### config.mk
export PLATFORM = sky130hd
export DESIGN_NAME = multiplier_slave_flat
export DESIGN_NICKNAME = d
export VERILOG_FILES = /design/src/rtl/multiplier_slave_pkg.sv /design/src/rtl/multiplier_slave_if.sv /design/src/rtl/multiplier_slave.sv /design/src/flat_wrapper.sv
export SDC_FILE = /design/constraint.sdc
export NUM_CORES = 1
export LEC_CHECK = 0
export CAP_MARGIN = 20
export CORE_MARGIN = 4
export CORE_UTILIZATION = 54
export DETAILED_ROUTE_END_ITERATION = 6
export PLACE_DENSITY = 0.91
export SLEW_MARGIN = 10
export SYNTH_ARGS = -nofsm -noshare
export SYNTH_HDL_FRONTEND = slang
export SYNTH_SLANG_ARGS = --single-unit
### constraint.sdc
create_clock -name clk -period 27 [get_ports clk]
set_clock_uncertainty 0.2 [all_clocks]
set_input_delay 5.4 -clock clk [delete_from_list [all_inputs] [get_ports clk]]
set_output_delay 5.4 -clock clk [all_outputs]
set_load 0.1 [all_outputs]
### src/rtl/multiplier_slave_pkg.sv
// Shared constants for the Booth multiplier bus front end: register map,
// front-end FSM encoding and the core's state codes.
package multiplier_slave_pkg;

  localparam logic [3:0] ADDR_A_LO    = 4'h0;
  localparam logic [3:0] ADDR_A_HI    = 4'h1;
  localparam logic [3:0] ADDR_B_LO    = 4'h2;
  localparam logic [3:0] ADDR_B_HI    = 4'h3;
  localparam logic [3:0] ADDR_START   = 4'h4;
  localparam logic [3:0] ADDR_CLEAR   = 4'h5;
  localparam logic [3:0] ADDR_STATUS  = 4'h6;
  localparam logic [3:0] ADDR_INTR_EN = 4'h7;
  localparam logic [3:0] ADDR_RESULT0 = 4'h8;
  localparam logic [3:0] ADDR_RESULT1 = 4'h9;
  localparam logic [3:0] ADDR_RESULT2 = 4'hA;
  localparam logic [3:0] ADDR_RESULT3 = 4'hB;

  localparam logic [1:0] CORE_INIT = 2'b00;
  localparam logic [1:0] CORE_DONE = 2'b01;
  localparam logic [1:0] CORE_LOAD = 2'b10;
  localparam logic [1:0] CORE_EXEC = 2'b11;

  typedef enum logic [1:0] {
    ST_IDLE  = 2'd0,
    ST_START = 2'd1,
    ST_BUSY  = 2'd2,
    ST_DONE  = 2'd3
  } state_t;

endpackage

### src/rtl/multiplier_slave_if.sv
// Single-cycle register bus between the CPU (master) and the multiplier
// front end (slave).
interface multiplier_slave_if #(
  parameter int ADDR_W = 4,
  parameter int DATA_W = 32
) ();
  logic              S_sel;
  logic              S_wr;
  logic [ADDR_W-1:0] S_addr;
  logic [DATA_W-1:0] S_din;
  logic [DATA_W-1:0] S_dout;

  modport master (output S_sel, output S_wr, output S_addr, output S_din, input S_dout);
  modport slave  (input S_sel, input S_wr, input S_addr, input S_din, output S_dout);
endinterface

### src/rtl/multiplier_slave.sv
// Register front end for the 64x64 signed Booth multiplier core.
// Optional interrupt enable register and o_intr output: define MUL_SLAVE_INTR_EN.
module multiplier_slave
  import multiplier_slave_pkg::*;
#(
  parameter int ADDR_W = 4,
  parameter int DATA_W = 32,
  parameter int OPND_W = 64
) (
  input  logic                  clk,
  input  logic                  reset,
  multiplier_slave_if.slave     bus,
  output logic                  o_intr,
  output logic                  op_start,
  output logic                  op_clear,
  output logic [OPND_W-1:0]     multiplicand,
  output logic [OPND_W-1:0]     multiplier,
  input  logic [1:0]            core_state,
  input  logic [2*OPND_W-1:0]   core_result
);

  state_t                r_state;
  state_t                w_state_next;
  logic [OPND_W-1:0]     r_a;
  logic [OPND_W-1:0]     r_b;
  logic [2*OPND_W-1:0]   r_result;
  logic                  r_done;
  logic                  r_op_start;
  logic                  r_op_clear;
  logic [DATA_W-1:0]     r_dout;

  logic [3:0]            w_addr;
  logic                  w_wr;
  logic                  w_rd;
  logic                  w_start_req;
  logic                  w_clear_req;
  logic                  w_busy;
  logic                  w_core_done;
  logic                  w_done_next;
  logic                  w_latch_result;
  logic                  w_intr_en;
  logic [DATA_W-1:0]     w_rdata;

  assign w_addr      = bus.S_addr[3:0];
  assign w_wr        = bus.S_sel & bus.S_wr;
  assign w_rd        = bus.S_sel & ~bus.S_wr;
  assign w_start_req = w_wr && (w_addr == ADDR_START) && bus.S_din[0];
  assign w_clear_req = w_wr && (w_addr == ADDR_CLEAR) && bus.S_din[0];
  assign w_busy      = (r_state == ST_START) || (r_state == ST_BUSY);
  assign w_core_done = (core_state == CORE_DONE);

  // FSM next state plus the done/result side effects of each transition
  always_comb begin
    w_state_next   = r_state;
    w_done_next    = r_done;
    w_latch_result = 1'b0;
    case (r_state)
      ST_IDLE: begin
        if (w_start_req) w_state_next = ST_START;
      end
      ST_START: begin
        w_state_next = ST_BUSY;
      end
      ST_BUSY: begin
        if (w_core_done) begin
          w_state_next   = ST_DONE;
          w_done_next    = 1'b1;
          w_latch_result = 1'b1;
        end
      end
      ST_DONE: begin
        if (w_start_req) begin
          w_state_next = ST_START;
          w_done_next  = 1'b0;
        end
      end
      default: w_state_next = ST_IDLE;
    endcase
    // CLEAR overrides everything, including a completion in the same cycle
    if (w_clear_req) begin
      w_state_next   = ST_IDLE;
      w_done_next    = 1'b0;
      w_latch_result = 1'b0;
    end
  end

  always_comb begin
    w_rdata = '0;
    case (w_addr)
      ADDR_A_LO:    w_rdata = r_a[0 +: DATA_W];
      ADDR_A_HI:    w_rdata = r_a[DATA_W +: DATA_W];
      ADDR_B_LO:    w_rdata = r_b[0 +: DATA_W];
      ADDR_B_HI:    w_rdata = r_b[DATA_W +: DATA_W];
      ADDR_STATUS:  w_rdata[1:0] = {r_done, w_busy};
      ADDR_INTR_EN: w_rdata[0] = w_intr_en;
      ADDR_RESULT0: w_rdata = r_result[0*DATA_W +: DATA_W];
      ADDR_RESULT1: w_rdata = r_result[1*DATA_W +: DATA_W];
      ADDR_RESULT2: w_rdata = r_result[2*DATA_W +: DATA_W];
      ADDR_RESULT3: w_rdata = r_result[3*DATA_W +: DATA_W];
      default:      w_rdata = '0;
    endcase
  end

  always_ff @(posedge clk or posedge reset) begin
    if (reset) begin
      r_state    <= ST_IDLE;
      r_a        <= '0;
      r_b        <= '0;
      r_result   <= '0;
      r_done     <= 1'b0;
      r_op_start <= 1'b0;
      r_op_clear <= 1'b0;
      r_dout     <= '0;
    end else begin
      r_state    <= w_state_next;
      r_done     <= w_done_next;
      r_op_start <= (w_state_next == ST_START);
      r_op_clear <= w_clear_req;

      if (w_clear_req)
        r_result <= '0;
      else if (w_latch_result)
        r_result <= core_result;

      // Operands stay frozen while the core is consuming them
      if (w_wr && !w_busy) begin
        case (w_addr)
          ADDR_A_LO: r_a[0 +: DATA_W]      <= bus.S_din;
          ADDR_A_HI: r_a[DATA_W +: DATA_W] <= bus.S_din;
          ADDR_B_LO: r_b[0 +: DATA_W]      <= bus.S_din;
          ADDR_B_HI: r_b[DATA_W +: DATA_W] <= bus.S_din;
          default: ;
        endcase
      end

      if (w_rd) r_dout <= w_rdata;
    end
  end

`ifdef MUL_SLAVE_INTR_EN
  logic r_intr_en;
  logic r_intr;
  logic w_intr_en_next;

  assign w_intr_en_next = (w_wr && (w_addr == ADDR_INTR_EN)) ? bus.S_din[0] : r_intr_en;

  // Interrupt follows the next-cycle done flag so it drops together with done
  always_ff @(posedge clk or posedge reset) begin
    if (reset) begin
      r_intr_en <= 1'b0;
      r_intr    <= 1'b0;
    end else begin
      r_intr_en <= w_intr_en_next;
      r_intr    <= w_done_next & w_intr_en_next;
    end
  end

  assign w_intr_en = r_intr_en;
  assign o_intr    = r_intr;
`else
  assign w_intr_en = 1'b0;
  assign o_intr    = 1'b0;
`endif

  assign bus.S_dout   = r_dout;
  assign op_start     = r_op_start;
  assign op_clear     = r_op_clear;
  assign multiplicand = r_a;
  assign multiplier   = r_b;

endmodule

### src/flat_wrapper.sv
// flat-port wrapper written by rule: the top's interface ports become plain ports
module multiplier_slave_flat import multiplier_slave_pkg::*;
#(
  parameter int ADDR_W = 4,
  parameter int DATA_W = 32,
  parameter int OPND_W = 64
)
  (clk, reset, o_intr, op_start, op_clear, multiplicand, multiplier, core_state, core_result, bus_S_sel, bus_S_wr, bus_S_addr, bus_S_din, bus_S_dout);
  multiplier_slave_if #(.ADDR_W(ADDR_W), .DATA_W(DATA_W)) bus_i ();
  input  logic clk;
  input  logic reset;
  output logic o_intr;
  output logic op_start;
  output logic op_clear;
  output logic [OPND_W-1:0] multiplicand;
  output logic [OPND_W-1:0] multiplier;
  input  logic [1:0] core_state;
  input  logic [2*OPND_W-1:0] core_result;
  input wire logic [$bits(bus_i.S_sel)-1:0] bus_S_sel;
  input wire logic [$bits(bus_i.S_wr)-1:0] bus_S_wr;
  input wire logic [$bits(bus_i.S_addr)-1:0] bus_S_addr;
  input wire logic [$bits(bus_i.S_din)-1:0] bus_S_din;
  output wire logic [$bits(bus_i.S_dout)-1:0] bus_S_dout;
  assign bus_i.S_sel = bus_S_sel;
  assign bus_i.S_wr = bus_S_wr;
  assign bus_i.S_addr = bus_S_addr;
  assign bus_i.S_din = bus_S_din;
  assign bus_S_dout = bus_i.S_dout;
  multiplier_slave #(.ADDR_W(ADDR_W), .DATA_W(DATA_W), .OPND_W(OPND_W)) u_core (.clk(clk), .reset(reset), .bus(bus_i), .o_intr(o_intr), .op_start(op_start), .op_clear(op_clear), .multiplicand(multiplicand), .multiplier(multiplier), .core_state(core_state), .core_result(core_result));
endmodule
==> parameters.txt <==
Parameter                              Value

Run status
  Run status    finished, final reports clean

Setup path
  Cells traversed along the worst timing path    buf_2, buf_4, nor4b_4, nor2b_4, buf_4, mux2_2
  Endpoint of the worst setup timing path    u_core.multiplier[16]
  Standard cell with the maximum stage delay on the critical path    sky130_fd_sc_hd__nor4b_4
  Capturing element type of the critical path    flip-flop
  CP arrival    8480 ps
  Biggest cell delay along the critical path    1060 ps
  Reg2Reg Depth    6
  RR Startpoint    u_core.r_state[0]
  Register-to-Register Setup Slack    24090 ps
  Critical path's most frequent cell    sky130_fd_sc_hd__buf_4
  Data required time of the critical path    27230 ps
  Capture instance of the worst register-to-register path    u_core.r_result[100]
  Critical Setup Path Class    primary input to flip-flop
  Origin of the worst setup path    bus_S_addr[1]
  Largest driver fanout on the critical path    52
  CP Launch Type    primary input

Global routing
  Largest net degree at the start of global routing    143
  Wire length of the first global-routing pass    72.6 mm
  Number of antenna violations at the first check in global routing    1
  Via count of the first global-routing pass    12268
  Total routing resource utilization after global routing    35.3%
  Global route overflow    0

Timing
  Fin Hold WS    286 ps
  Worst slew margin relative to its limit    22.4%
  Hold violation total from the final report    0
  Tcrit/Tclk final    30.5%
  Clock period minus worst slack    8240 ps
  Worst Tran Pin Value    1160 ps
  Unrepaired setup endpoints after global routing    false
  Setup TNS after final layout    0 ps
  Worst path setup slack after routing    18760 ps
  Fmax    121 MHz
  Number of slew-limit violations in the final report    0
  Setup violators final    0

Pwr
  Total power per unit cell area    126 mW/mm2
  Power Total    2270 uW
  Max VDD drop    0.0000845 V
  Static Leak    0.00786 uW

Route
  Total vias in the final route    12035
  Number of vias per cell    6.36
  WL/cell    26.2 um
  Antenna-violating nets left    0
  First-pass DRT Iterations    7
  Final routed wirelength across all metal layers    49.6 mm
  Initial detailed-routing violation count    1541
  Number of remaining DRC errors    0

Layout
  Fraction of final layout cells sized beyond drive strength 1    14.9%
  Cell area after layout    0.0180 mm2
  Number of nets at the end of the flow    1717
  FF+latch area    0.00733 mm2
  Post-synthesis to final-layout area growth    34.4%
  Footprint of the multi-input gates    0.00567 mm2
  Layout fillers    1626

Clock network
  Number of levels the H-tree was split into    1
  Number of buffers created by CTS    31
  Worst-Skew Late Latency    560 ps
  CTS hold repair buffers    0
  Clock sink total    293
  Resize count post-CTS    0
  Clock transition at the register clock pins on the worst setup and hold paths after CTS    60 ps
  Maximum buffer depth of the clock tree    3
  Total setup buffers inserted after CTS    0
  Clock root buffer    sky130_fd_sc_hd__clkbuf_16
  TritonCTS clock tree    built

Floorplanning
  Full die area    0.0274 mm2
  Number of top-level pins    333
  Site Rows    57
  Starting density of the core    54.9%
  Vertical die dimension    166 um
  Horizontal die dimension    166 um
  Area of the core    0.0244 mm2

Synth
  Yosys warning total    0
  Ys async rst share    100%
  Distinct cells, synth    56
  Avg Cell Area, Syn    10.7 um2
  Synth Net Count    1429
  Post-synthesis sequential element count    293
  Sequential fraction of the synthesis area    54.7%
  Main flop type after synthesis    sky130_fd_sc_hd__dfrtp_1
  Synthesized area    0.0134 mm2
  Number of enable-type register cells in the synthesized netlist    0
  Synthesized instance count    1256

Placement
  Count of input and output buffers    331
  Placed Instance Area    0.0169 mm2
  Post-detailed-placement half-perimeter wirelength    33.1 mm
  Routability congestion estimate    0.859
  DP Worst Slack    18200 ps

Worst hold path
  Class of the tightest hold or removal check    flip-flop to flip-flop

Run
  Total of max-cap violations    0
## per-stage QoR
stage,instances,util (%)
2_1_floorplan,1256,-
3_3_place_gp,1830,69.2
3_5_place_dp,1832,69.3
4_1_cts,1888,73.7
5_1_grt,1892,73.9
6_report,1892,73.9
## registers in the layout (all words and copies together), names as in the netlist
signal	count
u_core.multiplier	64
u_core.r_result	128
u_core.r_state	2
u_core.op_clear	1
u_core.op_start	1
u_core.multiplicand	64
u_core.r_done	1
u_core.bus.S_dout	32
## layer usage
layer | GRT usage, % | part of all wire, % | up-vias
met5 | 0 | 0 | -
met4 | 16.5 | 5.6 | 0
met3 | 10.8 | 12 | 194
met2 | 57.2 | 47 | 893
met1 | 43.5 | 35 | 5910
li1 | - | - | 5038
## power breakdown
part	switching, uW	leakage, uW	internal (uW)
combinational	785	0.00352	295
clock	176	0.000533	274
sequential	139	0.00381	604
total	1100	0.00786	1170
## kinds of logic after synthesis
family	after synthesis	synth area share, %
buffers and inverters	106	3.40
flip-flops	293	54.7
AO/OA/AOI/OAI	294	13.8
multiplexers	191	15.9
other	1	0.0280
AND/OR/NAND/NOR	368	12.0
adder cells (fa/ha/maj)	3	0.280
## cells in the final DEF, fill, tap and decap left out, types with 5 or more instances in the layout
master	synthesis	final
sky130_fd_sc_hd__a22o_1	16	16
sky130_fd_sc_hd__nor3_1	14	13
sky130_fd_sc_hd__a31oi_1	12	12
sky130_fd_sc_hd__dfrtp_1	293	293
sky130_fd_sc_hd__a21oi_1	158	158
sky130_fd_sc_hd__a22oi_1	15	15
sky130_fd_sc_hd__a32oi_1	13	13
sky130_fd_sc_hd__clkbuf_1	49	6
sky130_fd_sc_hd__nor2b_1	12	10
sky130_fd_sc_hd__clkbuf_8	0	6
sky130_fd_sc_hd__o22a_1	5	5
sky130_fd_sc_hd__clkbuf_16	0	31
sky130_fd_sc_hd__nand3_1	7	7
sky130_fd_sc_hd__o2bb2ai_1	8	8
sky130_fd_sc_hd__o21ai_0	19	19
sky130_fd_sc_hd__buf_4	2	19
sky130_fd_sc_hd__nand2_1	278	277
sky130_fd_sc_hd__nor2_1	17	16
sky130_fd_sc_hd__and3_1	6	6
sky130_fd_sc_hd__o32ai_1	6	6
sky130_fd_sc_hd__a211oi_1	10	10
sky130_fd_sc_hd__mux2_2	137	137
sky130_fd_sc_hd__clkdlybuf4s50_1	0	327
sky130_fd_sc_hd__mux2i_1	47	47
sky130_fd_sc_hd__bufinv_16	0	5
sky130_fd_sc_hd__a221oi_1	11	11
sky130_fd_sc_hd__clkinv_2	0	6
## worst max-delay path, delay by kind of cell
family	cells	cell delay, ps
buf+inv	3	1140
mux	1	400
simple gates	2	1470
## worst min-delay path by stage
stage / depth (start not counted) / startpoint / end
finish: 2 / u_core.bus.S_dout[13] / u_core.bus.S_dout[13]
global route: 2 / u_core.r_result[1] / u_core.r_result[1]
CTS: 2 / u_core.bus.S_dout[13] / u_core.bus.S_dout[13]
detailed placement: 2 / u_core.bus.S_dout[13] / u_core.bus.S_dout[13]
global placement: 2 / u_core.bus.S_dout[8] / u_core.bus.S_dout[8]
floorplan: 2 / u_core.r_result[50] / u_core.r_result[50]
## Yosys cell counts, types with 6 or more instances
cell,instances,share of area [%]
sky130_fd_sc_hd__dfrtp_1,293,55
sky130_fd_sc_hd__nand2_1,278,7.8
sky130_fd_sc_hd__a21oi_1,158,5.9
sky130_fd_sc_hd__mux2_2,137,12
sky130_fd_sc_hd__clkbuf_1,49,1.4
sky130_fd_sc_hd__mux2i_1,47,3.5
sky130_fd_sc_hd__buf_2,40,1.5
sky130_fd_sc_hd__o21ai_0,19,0.71
sky130_fd_sc_hd__nor2_1,17,0.48
sky130_fd_sc_hd__a22o_1,16,1.0
sky130_fd_sc_hd__a22oi_1,15,0.84
sky130_fd_sc_hd__nor3_1,14,0.52
sky130_fd_sc_hd__a32oi_1,13,0.85
sky130_fd_sc_hd__a31oi_1,12,0.56
sky130_fd_sc_hd__nor2b_1,12,0.56
sky130_fd_sc_hd__a221oi_1,11,0.72
sky130_fd_sc_hd__a211oi_1,10,0.56
sky130_fd_sc_hd__buf_1,8,0.22
sky130_fd_sc_hd__o2bb2ai_1,8,0.52
sky130_fd_sc_hd__nand3_1,7,0.26
sky130_fd_sc_hd__and3_1,6,0.28
sky130_fd_sc_hd__o32ai_1,6,0.39
## area by class of cell
class | count | area share [%]
Clock buffer | 43 | 4.89
Clock inverter | 13 | 1.10
Tap cell | 324 | 2.25
Multi-Input combinational cell | 857 | 31.5
Inverter | 7 | 0.188
Sequential cell | 293 | 40.7
Antenna cell | 1 | 0.0139
Timing Repair Buffer | 354 | 19.4
(Power assumes the default switching activity.)
